==> config.mk <==
export PLATFORM = sky130hd
export DESIGN_NAME = joy_cursor
export DESIGN_NICKNAME = d
export VERILOG_FILES = /design/src/rtl/joy_cursor.sv
export SDC_FILE = /design/constraint.sdc
export NUM_CORES = 1
export LEC_CHECK = 0
export CAP_MARGIN = 20
export CORE_UTILIZATION = 60
export DETAILED_ROUTE_END_ITERATION = 16
export DONT_BUFFER_PORTS = 1
export GPL_TIMING_DRIVEN = 0
export PLACE_DENSITY = 0.76
export SLEW_MARGIN = 20
export SYNTH_ARGS = -nofsm -noshare
export SYNTH_HDL_FRONTEND = slang
export SYNTH_SLANG_ARGS = --single-unit
==> constraint.sdc <==
create_clock -name clk -period 8.8 [get_ports clk]
set_input_delay 2.64 -clock clk [delete_from_list [all_inputs] [get_ports clk]]
set_output_delay 2.64 -clock clk [all_outputs]
set_load 0.03 [all_outputs]
==> src/rtl/joy_cursor.sv <==
// joy_cursor: joystick direction to bounded X/Y cursor with auto-repeat and idle recentre.
// Define JOY_WRAP_EN to make coordinates wrap at the bounds instead of saturating.
module joy_cursor #(
    parameter int W          = 8,
    parameter int X_MAX      = 159,
    parameter int Y_MAX      = 119,
    parameter int X_HOME     = 80,
    parameter int Y_HOME     = 60,
    parameter int REPEAT     = 4,
    parameter int IDLE_LIMIT = 16
) (
    input  logic         clk,
    input  logic         reset,
    input  logic         valid,
    input  logic [1:0]   dir,
    output logic [W-1:0] x,
    output logic [W-1:0] y,
    output logic         move,
    output logic         step,
    output logic         at_edge,
    output logic         timeout
);
    typedef enum logic {IDLE, HOLD} state_t;
    localparam int RW = REPEAT > 1 ? $clog2(REPEAT) : 1;
    localparam int IW = IDLE_LIMIT > 1 ? $clog2(IDLE_LIMIT) : 1;
    localparam logic [RW-1:0] RL = RW'(REPEAT - 1);
    localparam logic [IW-1:0] IL = IW'(IDLE_LIMIT - 1);
    localparam logic [W:0]    XM = (W+1)'(X_MAX);
    localparam logic [W:0]    YM = (W+1)'(Y_MAX);
    state_t        state, state_n;
    logic [1:0]    ldir, ldir_n;
    logic [RW-1:0] rep_cnt, rep_n;
    logic [IW-1:0] idle_cnt, idle_n;
    logic          homed, homed_n;
    logic [W-1:0]  x_n, y_n, cur, nv;
    logic          move_n, step_n, edge_n, to_n;
    logic          vert, inc, bound, blocked, attempt;
    logic [W:0]    lim, tgt;
    // Target is computed one bit wider so both overflow and underflow show up in tgt.
    always_comb begin
        vert  = ~dir[1];
        inc   = ~^dir;
        cur   = vert ? y : x;
        lim   = vert ? YM : XM;
        tgt   = inc ? {1'b0, cur} + 1'b1 : {1'b0, cur} - 1'b1;
        bound = inc ? tgt > lim : tgt[W];
`ifdef JOY_WRAP_EN
        nv      = bound ? (inc ? '0 : lim[W-1:0]) : tgt[W-1:0];
        blocked = 1'b0;
`else
        nv      = bound ? cur : tgt[W-1:0];
        blocked = bound;
`endif
    end
    always_comb begin
        state_n = state;
        ldir_n  = ldir;
        rep_n   = rep_cnt;
        idle_n  = idle_cnt;
        homed_n = homed;
        x_n     = x;
        y_n     = y;
        move_n  = move;
        step_n  = 1'b0;
        edge_n  = 1'b0;
        to_n    = 1'b0;
        attempt = state == IDLE ? valid : valid && (dir != ldir || rep_cnt == RL);
        if (state == IDLE) begin
            if (valid) begin
                state_n = HOLD;
                homed_n = 1'b0;
            end else if (!homed && IDLE_LIMIT != 0) begin
                idle_n = idle_cnt + 1'b1;
                if (idle_cnt == IL) begin
                    x_n     = W'(X_HOME);
                    y_n     = W'(Y_HOME);
                    to_n    = 1'b1;
                    homed_n = 1'b1;
                    idle_n  = '0;
                end
            end
        end else if (!valid) begin
            state_n = IDLE;
            idle_n  = '0;
        end else if (!attempt) begin
            rep_n = rep_cnt + 1'b1;
        end
        if (attempt) begin
            ldir_n = dir;
            rep_n  = '0;
            move_n = vert;
            x_n    = vert ? x : nv;
            y_n    = vert ? nv : y;
            step_n = !blocked;
            edge_n = blocked;
        end
    end
    always_ff @(posedge clk) begin
        if (reset) begin
            state    <= IDLE;
            ldir     <= '0;
            rep_cnt  <= '0;
            idle_cnt <= '0;
            homed    <= 1'b1;
            x        <= W'(X_HOME);
            y        <= W'(Y_HOME);
            move     <= 1'b0;
            step     <= 1'b0;
            at_edge  <= 1'b0;
            timeout  <= 1'b0;
        end else begin
            state    <= state_n;
            ldir     <= ldir_n;
            rep_cnt  <= rep_n;
            idle_cnt <= idle_n;
            homed    <= homed_n;
            x        <= x_n;
            y        <= y_n;
            move     <= move_n;
            step     <= step_n;
            at_edge  <= edge_n;
            timeout  <= to_n;
        end
    end
endmodule

==> results of run 1 <==
==> final timing paths <==
| path | endpoint | cells after the start | start | slack [ns] |
|---|---|---|---|---|
| max reg2reg | x[0] | 15 | y[1] | 4.11 |
| min reg2reg | rep_cnt[1] | 2 | rep_cnt[1] | 0.52 |
| min | rep_cnt[1] | 2 | rep_cnt[1] | 0.52 |
| max | x[0] | 15 | dir[0] | 1.80 |
==> cell type report <==
cell class                 instances  area share [%]
clock inverter                     2          0.6057
clock buffer                       6           2.483
inverter                          11           1.999
tap                               44           2.665
sequential                        30           29.07
buffer                             7           1.696
multi-input combinational        181           61.48
==> metal layers <==
layer | global-route usage [%] | vias up | wire length [µm]
met4 | 12.93 | 0 | 104
met1 | 33.38 | 843 | 1907
met3 | 8.791 | 12 | 318
met2 | 52.60 | 64 | 2389
li1 | - | 866 | -
met5 | 0 | - | 0
==> cells in the final DEF (no fill, tap or decap), drive strengths merged, types with 3 or more instances in the layout <==
cell type,instances
dfxtp,30
nor2,25
a21oi,19
nand2,16
ha,13
inv,11
o21ai,11
clkbuf,10
nor3,9
nand3,7
nand2b,6
a32o,6
xor2,4
mux2,4
or3,3
xnor2,3
a21o,3
nor2b,3
mux2i,3
nor4,3
buf,3
==> through the flow <==
step / utilization (%) / setup slack (ns) / area (µm²) / std cells / total power [W]
CTS: 67.42 / 1.462 / 2058 / 281 / 0.0004047
global placement: 65.33 / 1.230 / 1994 / 273 / 0.0003088
global route: 67.66 / 1.611 / 2066 / 281 / 0.0004289
detailed placement: 65.33 / 1.104 / 1994 / 273 / 0.0003151
finish: 67.66 / 1.802 / 2066 / 281 / 0.0004060
floorplan: - / 1.854 / 1939 / 229 / 0.0002842
==> report_power, final <==
group | leakage [nW] | total [W] | switching [W] | internal (W)
registers | 0.244 | 0.000172 | 0.0000266 | 0.000146
clock network | 0.0343 | 0.0000898 | 0.0000514 | 0.0000383
logic | 0.557 | 0.000144 | 0.0000868 | 0.0000571
==> registers in the layout, indices dropped and copies added, names as in the netlist <==
name      flops
at_edge       1
homed         1
idle_cnt      4
ldir          2
move          1
rep_cnt       2
state         1
step          1
timeout       1
x             8
y             8
==> cells by family (layout without fill, tap and decap cells) <==
| family | after synthesis | in the layout | share of synthesized area [%] |
|---|---|---|---|
| compound gates | 66 | 66 | 25.10 |
| xor+xnor | 7 | 7 | 3.161 |
| fa+ha+maj | 14 | 14 | 9.420 |
| buf+inv | 18 | 26 | 3.935 |
| flops | 30 | 30 | 30.97 |
| mux | 7 | 7 | 3.871 |
| simple gates | 87 | 87 | 23.55 |
==> worst min-delay path: stages (launching register included) <==
cell	delay, ns
dfxtp_1	0.35
a21oi_1	0.07
nor2_1	0.07
==> PnR_summary.wiki, run 1 <==
{| class="wikitable"
! Metric !! Value
|-
| Count leader, synth || dfxtp_1
|-
| Maximum net fanout on the critical path || 12
|-
| Layout cell share with drive strength beyond 1 || 9.283%
|-
| Max Fclk || 142.9 MHz
|-
| Row count || 20
|-
| Clock buffer depth || 2
|-
| Clock edge transition at the registers on the reported setup and hold paths || 0.10 ns
|-
| Detailed-route DRC error count || 0
|-
| Critical Path Source Type || input port
|-
| Endpoint type of the worst setup path || flop
|-
| Sequence of cells on the critical path || buf_2, xor2_2, ha_1, and3_1, and3_4, o311ai_0, mux2i_1, nand2_1, ha_1, nand3_1, and4bb_1, or3b_4, a211o_4, a21boi_1, mux2_1
|-
| Final worst path period share || 79.52%
|-
| Delay contributed by the slowest stage of the critical path || 0.59 ns
|-
| Synth top area share || 30.97%
|-
| Top cells by count, synth || 30 x dfxtp_1, 25 x nor2_1, 19 x a21oi_1
|-
| Sequential cell area fraction in the yosys report || 30.97%
|-
| Sum of negative setup slack || 0 ns
|-
| Post-Route WL || 4.719 mm
|-
| Violation count after the first detailed-route iteration || 120
|-
| Data arrival time at the worst-slack endpoint || 7.23 ns
|-
| Net count reported at finish || 255
|-
| Async set-or-reset flop fraction in the synthesized netlist || 0%
|-
| Critical path class || input port to flop
|-
| Number of pins with negative max-slew slack in the final report || 0
|-
| Cell with the largest stage delay on the worst path || xor2_2
|-
| CTS Hold Buffers Added || 0
|-
| Number of clock buffers inserted by TritonCTS || 5
|-
| Height of the die || 58.86 µm
|-
| Number of antenna repair diodes || 0
|-
| Area contributors post-synth || dfxtp_1 31%, ha_1 8.4%, a21oi_1 4.9%
|-
| Number of hold-slack violations in the final timing report || 0
|-
| Multi-input gate area in the final layout || 0.001270 mm²
|-
| Via count of the first global-routing pass || 1697
|-
| Average vias per placed instance || 6.352
|-
| Synth warnings || 0
|-
| Power density over the cells || 196.5 mW/mm²
|-
| Ports || 25
|-
| Slew margin rel. || 41.95%
|-
| Root Buffer Master || clkbuf_4
|-
| Number of buffers inserted to repair setup after CTS || 0
|-
| Final setup violation count || 0
|-
| Number of cells upsized or downsized after cts || 0
|-
| Crit path time final || 6.998 ns
|-
| Hold Path Class || flop to flop
|-
| Dpl hpwl || 3.577 mm
|-
| Signed area change from the synthesized netlist to the final layout || 6.516%
|-
| Initial antenna violation count || 0
|-
| Number of nets with antenna violations after routing || 0
|-
| TritonCTS clock tree || yes
|-
| GRT Overall Usage || 29.93%
|-
| Initial cell density of the core || 63.52%
|-
| Vias after detailed routing || 1785
|-
| Synthesized area || 0.001939 mm²
|-
| Grt ovf || 0
|-
| Post-Synthesis Net Count || 248
|-
| Count of buffers inserted at the top-level ports || 0
|-
| Crit path required time || 9.03 ns
|-
| Largest net degree at the start of global routing || 13
|-
| Area used by sequential logic in the layout || 600.6 µm²
|-
| Floorplan die area || 0.003464 mm²
|-
| Area leader, netlist || dfxtp_1
|-
| TritonCTS sink count || 30
|-
| First-pass detailed-route iteration total || 4
|-
| Transition time of the tightest slew-check pin || 0.8641 ns
|-
| Insertion delay of the later-clocked pin in the worst-skew pair || 0.34 ns
|-
| Number of filler cells placed in the layout || 260
|-
| Per-cell routed wire length || 16.79 µm
|-
| Die W || 58.86 µm
|-
| Clock Skews || 0.009401 ns
|-
| Post-synthesis register bit count || 30
|-
| Largest delay contributor family on the critical path || simple AND/OR/NAND/NOR gates
|-
| Unrepaired setup endpoints after global routing || no
|-
| Placer congestion estimate || 0.9073
|-
| Maximum vdd ir drop || 0.1342 mV
|-
| Critical path buffers and inverters || 1
|-
| Hold slack || 0.5212 ns
|-
| Synthesized area per cell || 8.469 µm²
|-
| Number of unique standard cell types used by synthesis || 62
|-
| Post-synthesis cell count || 229
|-
| Placeable core region || 0.003053 mm²
|-
| Static power due to leakage || 0.8362 nW
|-
| Max Cap Viol || 0
|-
| CP dominant cell by count || ha_1
|-
| Depth of the CTS H-tree || 2
|-
| Global-route wire length before repair || 7.741 mm
|-
| Post-synth EDFFs || 0
|-
| Run status || finished clean
|-
| Primary flip-flop cell chosen by synthesis mapping || dfxtp_1
|}
Note: power is estimated with default switching activity, not from simulation.
==> run 2, diff against run 1 <==
ABC_AREA = 1   (was not set)
CORE_UTILIZATION = 57   (was 60)
PLACE_DENSITY = 0.75   (was 0.76)
clock period = 5.8 ns   (was 8.8 ns; I/O delays follow)
==> PnR_summary.wiki, run 2 <==
{| class="wikitable"
! Metric !! Value
|-
| Run status || finished clean
|-
| Number of nets with antenna violations after routing || 0 (unchanged)
|-
| Signed area change from the synthesized netlist to the final layout || 5.187%
|-
| CTS Hold Buffers Added || 0 (unchanged)
|-
| Floorplan die area || 0.003710 mm² (+7.1%)
|-
| Crit path required time || 6.02 ns (-3.01 ns)
|-
| Initial antenna violation count || 0 (unchanged)
|-
| Violation count after the first detailed-route iteration || 96 (-20%)
|-
| Critical path class || input port to flop
|-
| GRT Overall Usage || 26.95% (-3.0 points)
|-
| Number of clock buffers inserted by TritonCTS || 5 (unchanged)
|-
| Power density over the cells || 274.6 mW/mm² (+40%)
|-
| Fin cells || 358 (+27%)
|-
| Depth of the CTS H-tree || 2 (unchanged)
|-
| Post-synthesis register bit count || 30 (unchanged)
|-
| Clock edge transition at the registers on the reported setup and hold paths || 0.09 ns (about the same)
|-
| Post-Route WL || 4.500 mm (-4.6%)
|-
| Ports || 25 (unchanged)
|-
| Count of buffers inserted at the top-level ports || 0 (unchanged)
|-
| Data arrival time at the worst-slack endpoint || 4.95 ns (-2.28 ns)
|-
| Final core occ || 62.35% (-5.3 points)
|-
| Number of hold-slack violations in the final timing report || 0 (unchanged)
|-
| Cell with the largest stage delay on the worst path || fa_1
|-
| Critical Path Source Type || input port
|-
| Crit path time final || 4.727 ns
|-
| Area contributors post-synth || dfxtp_1 30%, nand2_1 17%, ha_1 8.2%
|-
| Average vias per placed instance || 5.229 (-18%)
|-
| Clock buffer depth || 2 (unchanged)
|-
| Height of the die || 60.91 µm (+3.5%)
|-
| Detailed-route DRC error count || 0 (unchanged)
|-
| Insertion delay of the later-clocked pin in the worst-skew pair || 0.32 ns (-0.02 ns)
|-
| Maximum vdd ir drop || 0.1815 mV (+35%)
|-
| Static power due to leakage || 1.072 nW (+28%)
|-
| Leading cell type in the layout, fill and taps excluded || nand2_1
|-
| Endpoint type of the worst setup path || flop
|-
| TritonCTS sink count || 30 (unchanged)
|-
| Per-cell routed wire length || 12.57 µm (-25%)
|-
| Root Buffer Master || clkbuf_4
|-
| Async set-or-reset flop fraction in the synthesized netlist || 0% (unchanged)
|-
| Clock Skews || 0.004946 ns (-0.004456 ns)
|-
| Commonest non-fill, non-tap cells in the layout || 90 x nand2_1, 42 x inv_1, 30 x nand3_1, 30 x dfxtp_1, 23 x a21oi_1
|-
| First-pass detailed-route iteration total || 5 (+1)
|-
| Primary flip-flop cell chosen by synthesis mapping || dfxtp_1
|-
| Maximum net fanout on the critical path || 14 (+2)
|-
| Number of buffers inserted to repair setup after CTS || 0 (unchanged)
|-
| Count leader, synth || nand2_1
|-
| Post-synthesis cell count || 305 (+33%)
|-
| Synthesized area || 0.001978 mm² (+2.0%)
|-
| Net count reported at finish || 331 (+30%)
|-
| Transition time of the tightest slew-check pin || 0.5459 ns (-0.3183 ns)
|-
| Vias after detailed routing || 1872 (+4.9%)
|-
| Post-synth EDFFs || 0 (unchanged)
|-
| Max Fclk || 211.6 MHz
|-
| Global-route wire length before repair || 7.265 mm (-6.1%)
|-
| Max Cap Viol || 0 (unchanged)
|-
| Initial cell density of the core || 59.28% (-4.2 points)
|-
| Dpl hpwl || 3.546 mm (-0.85%)
|-
| Hold Path Class || flop to flop
|-
| Number of pins with negative max-slew slack in the final report || 0 (unchanged)
|-
| Die W || 60.91 µm (+3.5%)
|-
| Number of cells upsized or downsized after cts || 0 (unchanged)
|-
| Largest delay contributor family on the critical path || simple AND/OR/NAND/NOR gates
|-
| Sum of negative setup slack || 0 ns (unchanged)
|-
| Synthesized area per cell || 6.486 µm² (-23%)
|-
| Sequence of cells on the critical path || inv_1, nand2_1, nand2_1, fa_1, nand2_1, inv_1, nand3_1, nand2_1, nand2_1, nand2_1, xor2_1, ha_1, nand2_1, nor4b_1, nand3_1, nand2_1, nand2_4, nand2_4, nand2_1, nand2_1, nand2_1, nand2_1, nand2_1
|-
| Delay contributed by the slowest stage of the critical path || 0.61 ns (+0.02 ns)
|-
| Row count || 21 (+5.0%)
|-
| Total placed cells including tap cells || 351 (+29%)
|-
| Critical path buffers and inverters || 2 (+1)
|-
| Grt ovf || 0 (unchanged)
|-
| Placer congestion estimate || 0.9254 (+2.0%)
|-
| Number of antenna repair diodes || 0 (unchanged)
|-
| Placeable core region || 0.003337 mm² (+9.3%)
|-
| Via count of the first global-routing pass || 1704 (+0.41%)
|-
| Number of unique standard cell types used by synthesis || 30 (-52%)
|-
| Final setup violation count || 0 (unchanged)
|-
| Sequential cell area fraction in the yosys report || 30.36% (-0.61 points)
|-
| Post-Synthesis Net Count || 324 (+31%)
|-
| Final worst path period share || 81.49%
|-
| Synth warnings || 0 (unchanged)
|-
| Layout cell share with drive strength beyond 1 || 7.051% (-2.2 points)
|-
| Slew margin rel. || 63.52% (+22 points)
|-
| CP dominant cell by count || nand2_1
|-
| Top cells by count, synth || 90 x nand2_1, 42 x inv_1, 30 x dfxtp_1, 30 x nand3_1, 23 x a21oi_1
|-
| Largest net degree at the start of global routing || 15 (+2)
|-
| Biggest registers after layout || x: 8 flops, y: 8 flops, idle_cnt: 4 flops
|-
| Unrepaired setup endpoints after global routing || no
|-
| TritonCTS clock tree || yes
|-
| Area leader, netlist || dfxtp_1
|-
| Synth top area share || 30.36% (-0.61 points)
|}
[run 2: cell count changes after synthesis, sizes merged, moves of 4 or more]
cell	before	now
nor3	9	1
nor2	25	21
a21oi	19	23
inv	11	43
nand2b	6	0
nand2	16	96
a32o	6	0
mux2	4	0
nand3	7	30
o21ai	11	21
[run 2: layout make-up]
cell class	count	area, µm²
fillers	336	1256
multi-input cells	225	1177
flip-flops and latches	30	600.6
inverters	44	165.2
well taps	46	57.56
clock buffers	7	45.04
plain buffers	6	35.03
[run 2: worst reg2reg max path, delay by kind of cell (launching register included)]
kind,cells,cell delay [ns]
compound gates,3,0.76
fa+ha+maj,2,0.62
buf+inv,2,0.15
flops,1,0.52
simple gates,13,1.48
[run 2: layer usage]
metal / vias up / wire length (µm) / global-route usage [%]
met5: - / 0 / 0
met4: 0 / 60 / 10.06
met3: 7 / 341 / 7.676
met2: 49 / 2052 / 43.96
met1: 824 / 2045 / 33.81
li1: 992 / - / -
[run 2: final timing paths]
check	startpoint	to	slack [ns]	cells after the start
max	dir[0]	y[3]	1.07	23
min	idle_cnt[3]	idle_cnt[3]	0.47	2
max reg2reg	x[4]	y[3]	2.19	20
min reg2reg	idle_cnt[3]	idle_cnt[3]	0.47	2
[run 2: through the flow]
stage	hold WS, ns	total power [W]	worst slack, ns	area, µm²
after floorplan	0.4422	0.0004179	1.138	1978
after global routing	0.5122	0.0006158	0.6410	2081
after global placement	0.4547	0.0004592	0.7395	2036
final	0.4688	0.0005714	1.073	2081
after CTS	0.4686	0.0005736	1.081	2081
after detailed placement	0.4554	0.0004627	0.7517	2036
[run 2: cell families after synthesis]
logic type	after synthesis	share of synthesized area [%]
buf+inv	50	10.12
simple gates	154	33.46
fa+ha+maj	14	9.235
flops	30	30.36
compound gates	51	14.17
xor+xnor	6	2.657
[run 2: power breakdown]
part	internal [W]	leakage, nW	switching (W)
clock network	0.0000456	0.0254	0.0000674
logic	0.0000726	0.801	0.000132
registers	0.000220	0.246	0.0000334
total	0.000339	1.07	0.000233
==> run 3, diff against run 2 <==
clock period = 4.29 ns   (was 5.8 ns; I/O delays follow)
==> PnR_summary.wiki, run 3 (synthesis gave the netlist of run 2 again) <==
{| class="wikitable"
! Metric !! Value
|-
| Hold slack || 0.4689 ns (+0.00007900 ns)
|-
| Critical Path Source Type || input port
|-
| Number of hold-slack violations in the final timing report || 0 (unchanged)
|-
| Height of the die || 60.91 µm (unchanged)
|-
| Placeable core region || 0.003337 mm² (unchanged)
|-
| Commonest non-fill, non-tap cells in the layout || 86 x nand2_1, 42 x inv_1, 30 x nand3_1, 30 x dfxtp_1, 22 x a21oi_1
|-
| Final worst path period share || 94.44%
|-
| Post-Route WL || 4.650 mm (+3.3%)
|-
| Endpoint type of the worst setup path || flop
|-
| Vias after detailed routing || 1928 (+3.0%)
|-
| Number of clock buffers inserted by TritonCTS || 5 (unchanged)
|-
| Slew margin rel. || 69.51% (+6.0 points)
|-
| Max Cap Viol || 0 (unchanged)
|-
| Clock buffer depth || 2 (unchanged)
|-
| Crit Reg-Reg Endpoint || y[3]
|-
| Number of pins with negative max-slew slack in the final report || 0 (unchanged)
|-
| Data arrival time at the worst-slack endpoint || 4.27 ns (-0.68 ns)
|-
| First-pass detailed-route iteration total || 4 (-1)
|-
| Worst reg-to-reg setup slack || 0.79 ns (-1.40 ns)
|-
| Layout cell share with drive strength beyond 1 || 12.10% (+5.1 points)
|-
| Insertion delay of the later-clocked pin in the worst-skew pair || 0.32 ns (about the same)
|-
| Ports || 25 (unchanged)
|-
| Final WS setup || 0.2386 ns (-0.8348 ns)
|-
| Biggest registers after layout || x: 8 flops, y: 8 flops, idle_cnt: 4 flops
|-
| GRT Overall Usage || 26.95% (unchanged)
|-
| Leading cell type in the layout, fill and taps excluded || nand2_1
|-
| Crit path required time || 4.51 ns (-1.51 ns)
|-
| Final setup violation count || 0 (unchanged)
|-
| Fin cells || 360 (+0.56%)
|-
| Total placed cells including tap cells || 351 (unchanged)
|-
| Count of buffers inserted at the top-level ports || 0 (unchanged)
|-
| Via count of the first global-routing pass || 1704 (unchanged)
|-
| Grt ovf || 0 (unchanged)
|-
| Critical path class || input port to flop
|-
| Max Fclk || 246.8 MHz
|-
| Initial cell density of the core || 59.28% (unchanged)
|-
| Depth of the CTS H-tree || 2 (unchanged)
|-
| Pwr Total || 0.0008180 W (+43%)
|-
| R2R cell count || 20 (unchanged)
|-
| Maximum vdd ir drop || 0.2477 mV (+36%)
|-
| Signed area change from the synthesized netlist to the final layout || 10.63%
|-
| Initial antenna violation count || 0 (unchanged)
|-
| Final core occ || 65.58% (+3.2 points)
|-
| Source of the critical timing path || dir[1]
|-
| Number of nets with antenna violations after routing || 0 (unchanged)
|-
| Global-route wire length before repair || 7.265 mm (unchanged)
|-
| Detailed-route DRC error count || 0 (unchanged)
|-
| Clock Skews || 0.003876 ns (-0.001070 ns)
|-
| Root Buffer Master || clkbuf_4
|-
| Number of antenna repair diodes || 0 (unchanged)
|-
| Worst setup endpoint || y[3]
|-
| Violation count after the first detailed-route iteration || 88 (-8.3%)
|-
| Net count reported at finish || 333 (+0.60%)
|-
| Run status || finished clean
|-
| Launch instance of the worst register-to-register path || x[4]
|-
| TritonCTS sink count || 30 (unchanged)
|-
| Placement-stage worst setup slack || -0.3053 ns (-1.057 ns)
|-
| Dpl hpwl || 3.546 mm (unchanged)
|-
| Static power due to leakage || 1.092 nW (+1.8%)
|-
| Worst Hold Depth || 2 (unchanged)
|-
| Hold Path Class || flop to flop
|-
| Clock edge transition at the registers on the reported setup and hold paths || 0.08 ns (about the same)
|-
| Transition time of the tightest slew-check pin || 0.4573 ns (-0.08858 ns)
|-
| TritonCTS clock tree || yes
|-
| Per-cell routed wire length || 12.92 µm (+2.8%)
|-
| Average vias per placed instance || 5.356 (+2.4%)
|-
| Crit path time final || 4.051 ns
|-
| Maximum net fanout on the critical path || 11 (-3)
|-
| Floorplan die area || 0.003710 mm² (unchanged)
|-
| Power density over the cells || 373.8 mW/mm² (+36%)
|-
| Placer congestion estimate || 0.9254 (unchanged)
|-
| Die W || 60.91 µm (unchanged)
|-
| Largest net degree at the start of global routing || 15 (unchanged)
|-
| Row count || 21 (unchanged)
|}
## run 3: changes by cell type in the layout (fill, tap and decap cells not counted), moves of 2 or more
cell | before | now
ha_1 | 13 | 10
ha_4 | 0 | 2
nand2_1 | 90 | 86
nand2_2 | 4 | 8
o21ai_0 | 18 | 15
o21ai_2 | 2 | 4
## run 3: worst min path at each step
stage | from | to | slack, ns
final | idle_cnt[3] | idle_cnt[3] | 0.47
after global routing | rep_cnt[1] | rep_cnt[1] | 0.51
after CTS | idle_cnt[3] | idle_cnt[3] | 0.47
after detailed placement | idle_cnt[3] | idle_cnt[3] | 0.46
after global placement | rep_cnt[1] | rep_cnt[1] | 0.45
after floorplan | rep_cnt[1] | rep_cnt[1] | 0.44
## run 3: report_power, final
part           leakage [nW]  switching, W  internal (W)
Clock                0.0254     0.0000903     0.0000617
Sequential            0.246     0.0000455      0.000298
Combinational         0.820      0.000202      0.000121
## run 3: critical path: stages
cell and delay (ns):
inv_2 0.04, buf_6 0.14, or2_2 0.28, o21ai_2 0.07, inv_1 0.10, ha_4 0.29, nand2_1 0.06, inv_1 0.06
nand3_1 0.11, nand2_2 0.10, nand2_1 0.08, nand2_1 0.10, xor2_2 0.21, ha_1 0.29, nand2_2 0.12, nor2_1 0.06
nand3_1 0.07, nand2_1 0.07, nand2_1 0.06, nand2_1 0.05, nand2_2 0.09, nand2_4 0.09, nand2_8 0.11, nand2_1 0.09
nand2_1 0.08, nand2_1 0.05, nand2_1 0.06, nand2_1 0.05
## run 3: area by class of cell
cell class / count / area [µm²]
multi-input cells: 226 / 1277
fillers: 323 / 1149
flip-flops and latches: 30 / 600.6
inverters: 44 / 165.2
well taps: 46 / 57.56
clock buffers: 7 / 45.04
plain buffers: 6 / 35.03
repair buffers: 1 / 7.507
## run 3: routing by layer
layer	global-route usage (%)	share of wire (%)	up-vias
met5	0	0	-
met4	10.06	1.3	0
met3	7.676	6.6	7
met2	43.96	47	50
met1	33.81	45	873
li1	-	-	998
## run 3: metrics by stage
step / setup TNS (ns) / instance area, µm²
after detailed placement: -4.004 / 2036
after floorplan: 0 / 1978
after global placement: -4.174 / 2036
after global routing: -0.005693 / 2188
final: 0 / 2188
after CTS: 0 / 2081
## run 3: repair_timing
action / in CTS / in global routing
endpoints found under the setup margin: 0 / 18
hold buffers: 0 / 0
buffers inserted: 0 / 1
hold endpoints to repair: 0 / 0
resized for setup: 0 / 20
